`src/rtl/vga_write_arbiter.sv`:
```
// Arbitrates the VGA adapter write port between a screen-clear engine and two renderer clients.
// Round-robin grants, pending-clear priority and a per-grant watchdog.
module vga_write_arbiter #(
  parameter int unsigned CLR_W          = 160,
  parameter int unsigned CLR_H          = 120,
  parameter logic [2:0]  CLR_COLOUR     = 3'b000,
  parameter bit          CLEAR_ON_RESET = 1'b1,
  parameter int unsigned MAX_GNT        = 4096
) (
  input  logic       clk,
  input  logic       reset_n,
  input  logic       clear_req,
  input  logic [1:0] req,
  input  logic [1:0] done,
  input  logic [7:0] cx0,
  input  logic [7:0] cx1,
  input  logic [6:0] cy0,
  input  logic [6:0] cy1,
  input  logic [2:0] cc0,
  input  logic [2:0] cc1,
  input  logic       cp0,
  input  logic       cp1,
  output logic [1:0] gnt,
  output logic [7:0] x_out,
  output logic [6:0] y_out,
  output logic [2:0] colour_out,
  output logic       plot_out,
  output logic       busy,
  output logic       clear_done,
  output logic       wd_err
);

  localparam int unsigned XW = (CLR_W > 1) ? $clog2(CLR_W) : 1;
  localparam int unsigned YW = (CLR_H > 1) ? $clog2(CLR_H) : 1;
  localparam int unsigned WW = (MAX_GNT > 1) ? $clog2(MAX_GNT) : 1;

  typedef enum logic [1:0] {StIdle, StClear, StGnt0, StGnt1} state_e;

  state_e        state_q;
  logic [1:0]    gnt_q;
  logic          last_q;     // 1: client 1 was served last, so client 0 wins the next tie
  logic          pending_q;
  logic [XW-1:0] clr_x_q;
  logic [YW-1:0] clr_y_q;
  logic [WW-1:0] wd_q;
  logic          clear_done_q;
  logic          wd_err_q;

  logic gsel;
  logic last_pixel;
  assign gsel       = (state_q == StGnt1);
  assign last_pixel = (clr_x_q == XW'(CLR_W - 1)) && (clr_y_q == YW'(CLR_H - 1));

  always_ff @(posedge clk or negedge reset_n) begin
    if (!reset_n) begin
      state_q      <= StIdle;
      gnt_q        <= 2'b00;
      last_q       <= 1'b1;
      pending_q    <= CLEAR_ON_RESET;
      clr_x_q      <= '0;
      clr_y_q      <= '0;
      wd_q         <= '0;
      clear_done_q <= 1'b0;
      wd_err_q     <= 1'b0;
    end else begin
      clear_done_q <= 1'b0;
      wd_err_q     <= 1'b0;
      if (clear_req && (state_q != StClear)) pending_q <= 1'b1;
      unique case (state_q)
        StIdle: begin
          // Entering CLEAR consumes the pending flag, overriding a same-cycle clear_req.
          if (pending_q) begin
            state_q   <= StClear;
            pending_q <= 1'b0;
            clr_x_q   <= '0;
            clr_y_q   <= '0;
          end else if (req[0] && (!req[1] || last_q)) begin
            state_q <= StGnt0;
            gnt_q   <= 2'b01;
            last_q  <= 1'b0;
            wd_q    <= '0;
          end else if (req[1]) begin
            state_q <= StGnt1;
            gnt_q   <= 2'b10;
            last_q  <= 1'b1;
            wd_q    <= '0;
          end
        end
        StClear: begin
          if (last_pixel) begin
            state_q      <= StIdle;
            clear_done_q <= 1'b1;
            clr_x_q      <= '0;
            clr_y_q      <= '0;
          end else if (clr_x_q == XW'(CLR_W - 1)) begin
            clr_x_q <= '0;
            clr_y_q <= clr_y_q + 1'b1;
          end else begin
            clr_x_q <= clr_x_q + 1'b1;
          end
        end
        StGnt0, StGnt1: begin
          if (done[gsel]) begin
            state_q <= StIdle;
            gnt_q   <= 2'b00;
          end else if (wd_q == WW'(MAX_GNT - 1)) begin
            state_q  <= StIdle;
            gnt_q    <= 2'b00;
            wd_err_q <= 1'b1;
          end else begin
            wd_q <= wd_q + 1'b1;
          end
        end
      endcase
    end
  end

  always_comb begin
    x_out      = 8'h00;
    y_out      = 7'h00;
    colour_out = 3'b000;
    plot_out   = 1'b0;
    unique case (state_q)
      StIdle: ;
      StClear: begin
        x_out      = 8'(clr_x_q);
        y_out      = 7'(clr_y_q);
        colour_out = CLR_COLOUR;
        plot_out   = 1'b1;
      end
      StGnt0: begin
        x_out      = cx0;
        y_out      = cy0;
        colour_out = cc0;
        plot_out   = cp0;
      end
      StGnt1: begin
        x_out      = cx1;
        y_out      = cy1;
        colour_out = cc1;
        plot_out   = cp1;
      end
    endcase
  end

  assign gnt        = gnt_q;
  assign busy       = (state_q != StIdle);
  assign clear_done = clear_done_q;
  assign wd_err     = wd_err_q;

endmodule

```
`config.mk`:
```
export PLATFORM = sky130hd
export DESIGN_NAME = vga_write_arbiter
export DESIGN_NICKNAME = d
export VERILOG_FILES = /design/src/rtl/vga_write_arbiter.sv
export SDC_FILE = /design/constraint.sdc
export NUM_CORES = 1
export LEC_CHECK = 0
export ABC_CLOCK_PERIOD_IN_PS = 4400
export BUFFER_PORTS_ARGS = -buffer_cell sky130_fd_sc_hd__buf_2
export CAP_MARGIN = 20
export CORE_MARGIN = 5
export CORE_UTILIZATION = 55
export CTS_BUF_LIST = sky130_fd_sc_hd__clkbuf_4 sky130_fd_sc_hd__clkbuf_8
export DETAILED_ROUTE_END_ITERATION = 8
export GPL_TIMING_DRIVEN = 0
export PLACE_DENSITY = 0.85
export SETUP_SLACK_MARGIN = 0.3
export SYNTH_ARGS = -nofsm -noshare
export SYNTH_HDL_FRONTEND = slang
export SYNTH_SLANG_ARGS = --single-unit
```
`constraint.sdc`:
```
create_clock -name clk -period 4.4 [get_ports clk]
set_clock_uncertainty 0.2 [all_clocks]
set_input_delay 0.22 -clock clk [delete_from_list [all_inputs] [get_ports clk]]
set_output_delay 0.22 -clock clk [all_outputs]
set_load 0.01 [all_outputs]
```
After elaboration in Yosys (flattened, before gate mapping)
Index checks and enable logic that the tools add are counted.

word-level totals
  register bits after elaboration = 35
  bits of input ports = 45
  output and inout bits = 24
  word-level logic and storage cells = 88

cells by class
  add/subtract/negate cells = 3
  order comparisons = 1
  equality and inequality tests = 16
  multiplexer cells = 41
  bitwise gates (word level) = 1
  reduce and logical (&&, ||, !) cells = 17

operator list
  kind                     number
  $mux W12                 5
  $mux W8                  3
  $pmux W12 S2             1
  $pmux W8 S3              1
  $mux W7                  3
  $pmux W7 S3              1
  $mux W2                  9
  $pmux W8 S2              1
  $pmux W7 S2              1
  $add A12 B1 Y12 const B  1
  $eq A12 B12 Y1 const B   1
  $mux W1                  12
  $ne A2 B2 Y1 const B     5
  $ne A3 B3 Y1 const B     3
  $reduce_and A3 Y1        3
  $add A8 B1 Y8 const B    1
  $eq A8 B8 Y1 const B     1
  $reduce_bool A2 Y1       4
  $add A7 B1 Y7 const B    1
  $eq A7 B7 Y1 const B     1
  $pmux W2 S3              1
  $pmux W3 S2              1
  $reduce_and A5 Y1        1
  $eq A2 B2 Y1 const B     2
  other kinds (14)         16

Longest topological paths before layout
  depth in word-level cells = 6
  depth in mapped cells = 8
  gate-level depth less buffers = 6

Worst setup path before layout
OpenSTA, ideal clock, no wires.

  path type = register to register
  start point = register wd_q[0]
  end point = register wd_q[9]
  library setup time = 0.080 ns
  data arrival time = 1.828 ns
  required time = 4.120 ns
  path slack = 2.292 ns
  cell stages (with the launch flop) = 8
  buffers on the path = 1
  period minus slack after synthesis = 2.108 ns
  cells stage by stage = dfrtp_1 > ha_1 > nand3_1 > nor4_2 > a211o_1 > buf_6 > or4b_1 > o211ai_2

between the ends
  longest elaborated chain between the ends = 4
  elaborated cells between the ends (all ways) = 7
  those cells by class = 1 x add/sub; 2 x eq/ne; 3 x mux; 1 x reduce/logical

RTL lines
  what                      RTL line  text
  start: declaration        45        logic [WW-1:0] wd_q;
  start signal: assignment  111       wd_q <= wd_q + 1'b1;
  $add A12 B1 Y12           111
  $mux W12                  106       end else if (wd_q == WW'(MAX_GNT - 1)) begin
  $mux W12                  103       if (done[gsel]) begin
  $pmux W12 S2              69        unique case (state_q)

Several ways; a longest one is shown, not always the timed one. The select of a mux whose other input is x is not followed.
A chain may end at the register's enable or synchronous reset.

Worst setup path in the final report
  start point = register state_q[1]
  end point = output port y_out[2]

between the ends
  longest elaborated chain between the ends = 2
  elaborated cells between the ends (all ways) = 4
  those cells by class = 3 x eq/ne; 1 x mux

RTL lines
  what                                          RTL line  text
  start: declaration                            39        state_e state_q;
  start signal: assignment                      56        state_q <= StIdle;
  start signal: assignment                      73        state_q <= StClear;
  start signal: assignment                      78        state_q <= StGnt0;
  $eq A2 B2 Y1 or $eq A2 B1 Y1 (tied branches)  123       unique case (state_q)
  $pmux W7 S3 (*)                               123
  end: declaration                              25        output logic [6:0] y_out,

Mark *: on every way between the ends. The rest lies on a longest branch, timed or not.

==> metrics.log <==
INFO  metric run_status = finished, final reports clean
INFO  metric grt_max_degree = 36
INFO  metric final_nets = 411
INFO  metric utilization = 70.3%
INFO  metric leakage = 1.28 nW
INFO  metric final.min_clock_period = 2.69 ns
INFO  metric final.setup.worst_slack = 1.71 ns
INFO  metric grt_first_pass_wirelength = 9790 µm
INFO  metric reg2reg_from = wd_q[0]$_DFFE_PN0P_
INFO  metric drt.antenna.violating_nets = 0
INFO  metric slew_at_the_pin_closest_to_its_max_slew_limit = 0.785 ns
INFO  metric report.final.slew_viol_count = 0
INFO  metric finalHoldWorstSlack = 0.0117 ns
INFO  metric cts_hold_buffers = 2
INFO  metric sinks_on_clock_net = 35
INFO  metric ys_warn_count = 0
INFO  metric worstHoldPathType = in -> reg
INFO  metric min_path_cells = 2
INFO  metric hold_viol = 0
INFO  metric critical_path_peak_fanout = 10
INFO  metric r2r_setup_slack = 2.09 ns
INFO  metric tritoncts = yes
INFO  metric ios = 69
INFO  metric core_area = 4090 µm²
INFO  metric clk-insertion-delay-late = 0.29 ns
INFO  metric fp-row-count = 23
INFO  metric unrepaired_setup_endpoints_after_global_routing = no
INFO  metric dr.pass1.iters = 5
INFO  metric num_vias = 2408
INFO  metric gp_routability_congestion = 0.917
INFO  metric detailedPlacementHpwl = 4480 µm
INFO  metric initial_core_util = 57.8%
INFO  metric drt-vias-per-instance = 5.82
INFO  metric worst_setup_hold_path_clk_slew = 0.07 ns
INFO  metric synth_area_per_cell = 8.26 µm²
INFO  metric dr.first_iter.drc_count = 187
INFO  metric synth_sequential_area_ratio = 37.2%
INFO  metric number_of_global_route_vias_before_repair = 2135
INFO  metric setup-tns-final = 0 ns
INFO  metric min-delay-start = req[0]
INFO  metric tot_gr_track_use = 22.4%
INFO  metric setup_viol = 0
INFO  metric reg2reg_to = gnt[0]$_DFFE_PN0P_
INFO  metric post-route-period-util = 61.1%
INFO  metric wl_final = 6080 µm
INFO  metric timing.max_slew.rel_slack = 47.7%
INFO  metric die_width = 75.5 µm
INFO  metric cts_repair_resize_count = 0
INFO  metric post_cts_buffers = 0
INFO  metric worst_r2r_path_depth = 6
INFO  metric post_synth_inst_count = 286
INFO  metric die_y = 75.5 µm
INFO  metric ys_seq_elements = 35
INFO  metric syn_area = 2360 µm²
INFO  metric power.density = 552 nW/µm²
INFO  metric maxCapViolations = 0
INFO  metric fin_cells = 414
INFO  metric globalRoute.totalOverflow = 0
INFO  metric area_growth = 21.7%
INFO  metric startpoint_kind_of_the_worst_setup_timing_path = flop
INFO  metric timing.critical_path.to_type = output port
INFO  metric worst_ep_required = 3.98 ns
INFO  metric dpl.cell_count = 404
INFO  metric insertedDiodeCount = 0
INFO  metric ir_drop = 0.373 mV
INFO  metric synth_cell_types = 51
INFO  metric detail_route.wl_per_cell = 14.7 µm
INFO  metric clock-root-buffer = sky130_fd_sc_hd__clkbuf_8
INFO  metric critPathArrivalTime = 2.27 ns
INFO  metric final_layout_size_suffix_gt1_share = 25.8%
INFO  metric die-area = 5710 µm²
INFO  metric place_worst_setup_slack = 2.03 ns
INFO  metric type_of_the_setup_path_with_the_least_slack = reg -> out
INFO  metric antenna_violations_before_repair = 0
INFO  metric htreeDepth = 2
INFO  metric max_freq = 0.372 GHz
INFO  metric buffer_ports.inserted = 68
INFO  metric mappedNetlistNets = 334
INFO  metric clock_tree.buffer_depth = 2
INFO  metric min_to = last_q$_DFFE_PN1P_
INFO  metric post-route-drc-count = 0
INFO  metric cts_buffers = 5
-- flip-flops by register name, summed over array words and instances, names as in the netlist --
signal and flops:
clear_done 1, clr_x_q 8, clr_y_q 7, gnt 2, last_q 1, pending_q 1
state_q 2, wd_err 1, wd_q 12
-- critical path, cell delays in order, from the launching register on --
cell,delay (ns)
sky130_fd_sc_hd__dfrtp_1,0.34
sky130_fd_sc_hd__buf_4,0.17
sky130_fd_sc_hd__clkbuf_1,0.40
sky130_fd_sc_hd__buf_1,0.56
sky130_fd_sc_hd__mux2i_1,0.26
sky130_fd_sc_hd__o21ai_0,0.09
sky130_fd_sc_hd__buf_2,0.16
-- kinds of logic after synthesis --
logic type                 count (synthesis)  synth area share, %
AOI/OAI and AO/OA                         68                 17.5
xor gates and xnor gates                   3                 1.11
adders and majority gates                  3                 1.59
buffers and inverters                     26                 5.30
DFF                                       35                 37.2
muxes                                     25                 10.6
and+or+nand+nor                          126                 26.7
-- through the flow --
step,power [mW],cell area [µm²]
6_report,1.59,2870
5_1_grt,1.71,2870
4_1_cts,1.59,2870
3_5_place_dp,1.35,2770
3_3_place_gp,1.32,2770
2_1_floorplan,1.09,2360
-- layout by cell type (no fill, tap or decap), drive strengths merged, types with 2 or more instances in the layout --
| cell type | count |
|---|---|
| inv | 10 |
| o21ai | 36 |
| or3 | 2 |
| nand4 | 2 |
| clkinvlp | 2 |
| and3 | 4 |
| xnor2 | 2 |
| a21oi | 11 |
| nand2 | 52 |
| a22o | 3 |
| nor4 | 2 |
| dfstp | 2 |
| mux2i | 24 |
| nand3b | 2 |
| nor3 | 9 |
| dfrtp | 33 |
| nor2 | 23 |
| or4 | 4 |
| or3b | 2 |
| nand3 | 13 |
| clkbuf | 12 |
| o31ai | 5 |
| dlygate4sd3 | 2 |
| or4b | 3 |
| nor2b | 4 |
| buf | 77 |
| ha | 3 |
| o221ai | 3 |
| o211ai | 2 |
-- worst max-delay path by stage --
stage                                 startpoint             endpoint  slack [ns]  depth (start not counted)
final                     state_q[1]$_DFFE_PN0P_             y_out[2]        1.71                          6
after global routing      state_q[1]$_DFFE_PN0P_             x_out[0]        1.52                          6
after CTS                 state_q[1]$_DFFE_PN0P_             y_out[2]        1.71                          6
after detailed placement  state_q[1]$_DFFE_PN0P_             y_out[2]        2.03                          6
after global placement    state_q[1]$_DFFE_PN0P_             y_out[5]        2.08                          6
after floorplan              wd_q[0]$_DFFE_PN0P_  wd_q[9]$_DFFE_PN0P_        2.29                          7
-- Yosys cell counts, drive strengths merged --
| master | instances | area share, % |
|---|---|---|
| or3b | 2 | 0.74 |
| nor2 | 23 | 4.0 |
| a41oi | 1 | 0.37 |
| or2 | 1 | 0.26 |
| o32a | 1 | 0.42 |
| a21oi | 11 | 2.3 |
| or3 | 2 | 0.53 |
| inv | 10 | 1.6 |
| o221ai | 3 | 1.1 |
| and3 | 4 | 1.1 |
| o22ai | 1 | 0.26 |
| mux2 | 1 | 0.48 |
| nor2b | 4 | 1.1 |
| xor2 | 1 | 0.37 |
| or4b | 3 | 1.3 |
| a21boi | 1 | 0.32 |
| nand2 | 52 | 8.3 |
| buf | 9 | 2.6 |
| a22o | 3 | 1.1 |
| nand2b | 1 | 0.26 |
| nand3 | 13 | 2.8 |
| xnor2 | 2 | 0.74 |
| nor3b | 1 | 0.32 |
| or4 | 4 | 1.3 |
| o311ai | 1 | 0.37 |
| nand4 | 2 | 0.53 |
| o211ai | 2 | 0.85 |
| o41a | 1 | 0.48 |
| o21ai | 36 | 7.6 |
| a31oi | 1 | 0.26 |
| nor3 | 9 | 2.6 |
| dfstp | 2 | 2.2 |
| o31ai | 5 | 1.6 |
| clkbuf | 7 | 1.1 |
| nor4 | 2 | 0.79 |
| mux2i | 24 | 10 |
| nand4b | 1 | 0.37 |
| ha | 3 | 1.6 |
| nand3b | 2 | 0.64 |
| dfrtp | 33 | 35 |
| a211o | 1 | 0.37 |
-- where the power goes --
part           internal, mW  leakage, nW  switching (mW)
clock network         0.110       0.0402           0.122
logic                 0.333        0.776           0.501
registers             0.424        0.467          0.0970
total                 0.867         1.28           0.720
-- metal layers --
metal  part of all wire [%]  GRT usage (%)  vias up
met2                     48           38.2       98
met4                   0.90           6.60        0
li1                       -              -     1180
met3                    8.0           5.15        4
met5                      0              0        -
met1                     43           28.5     1126
-- cell type report --
class | count | area [µm²]
clock buffer | 5 | 68.8
buffer | 16 | 87.6
fill | 328 | 1210
timing repair buffer | 70 | 360
clock inverter | 3 | 20.0
tap | 50 | 62.6
multi-input combinational | 225 | 1360
inverter | 10 | 37.5
sequential | 35 | 878
(Power assumes the default switching activity.)
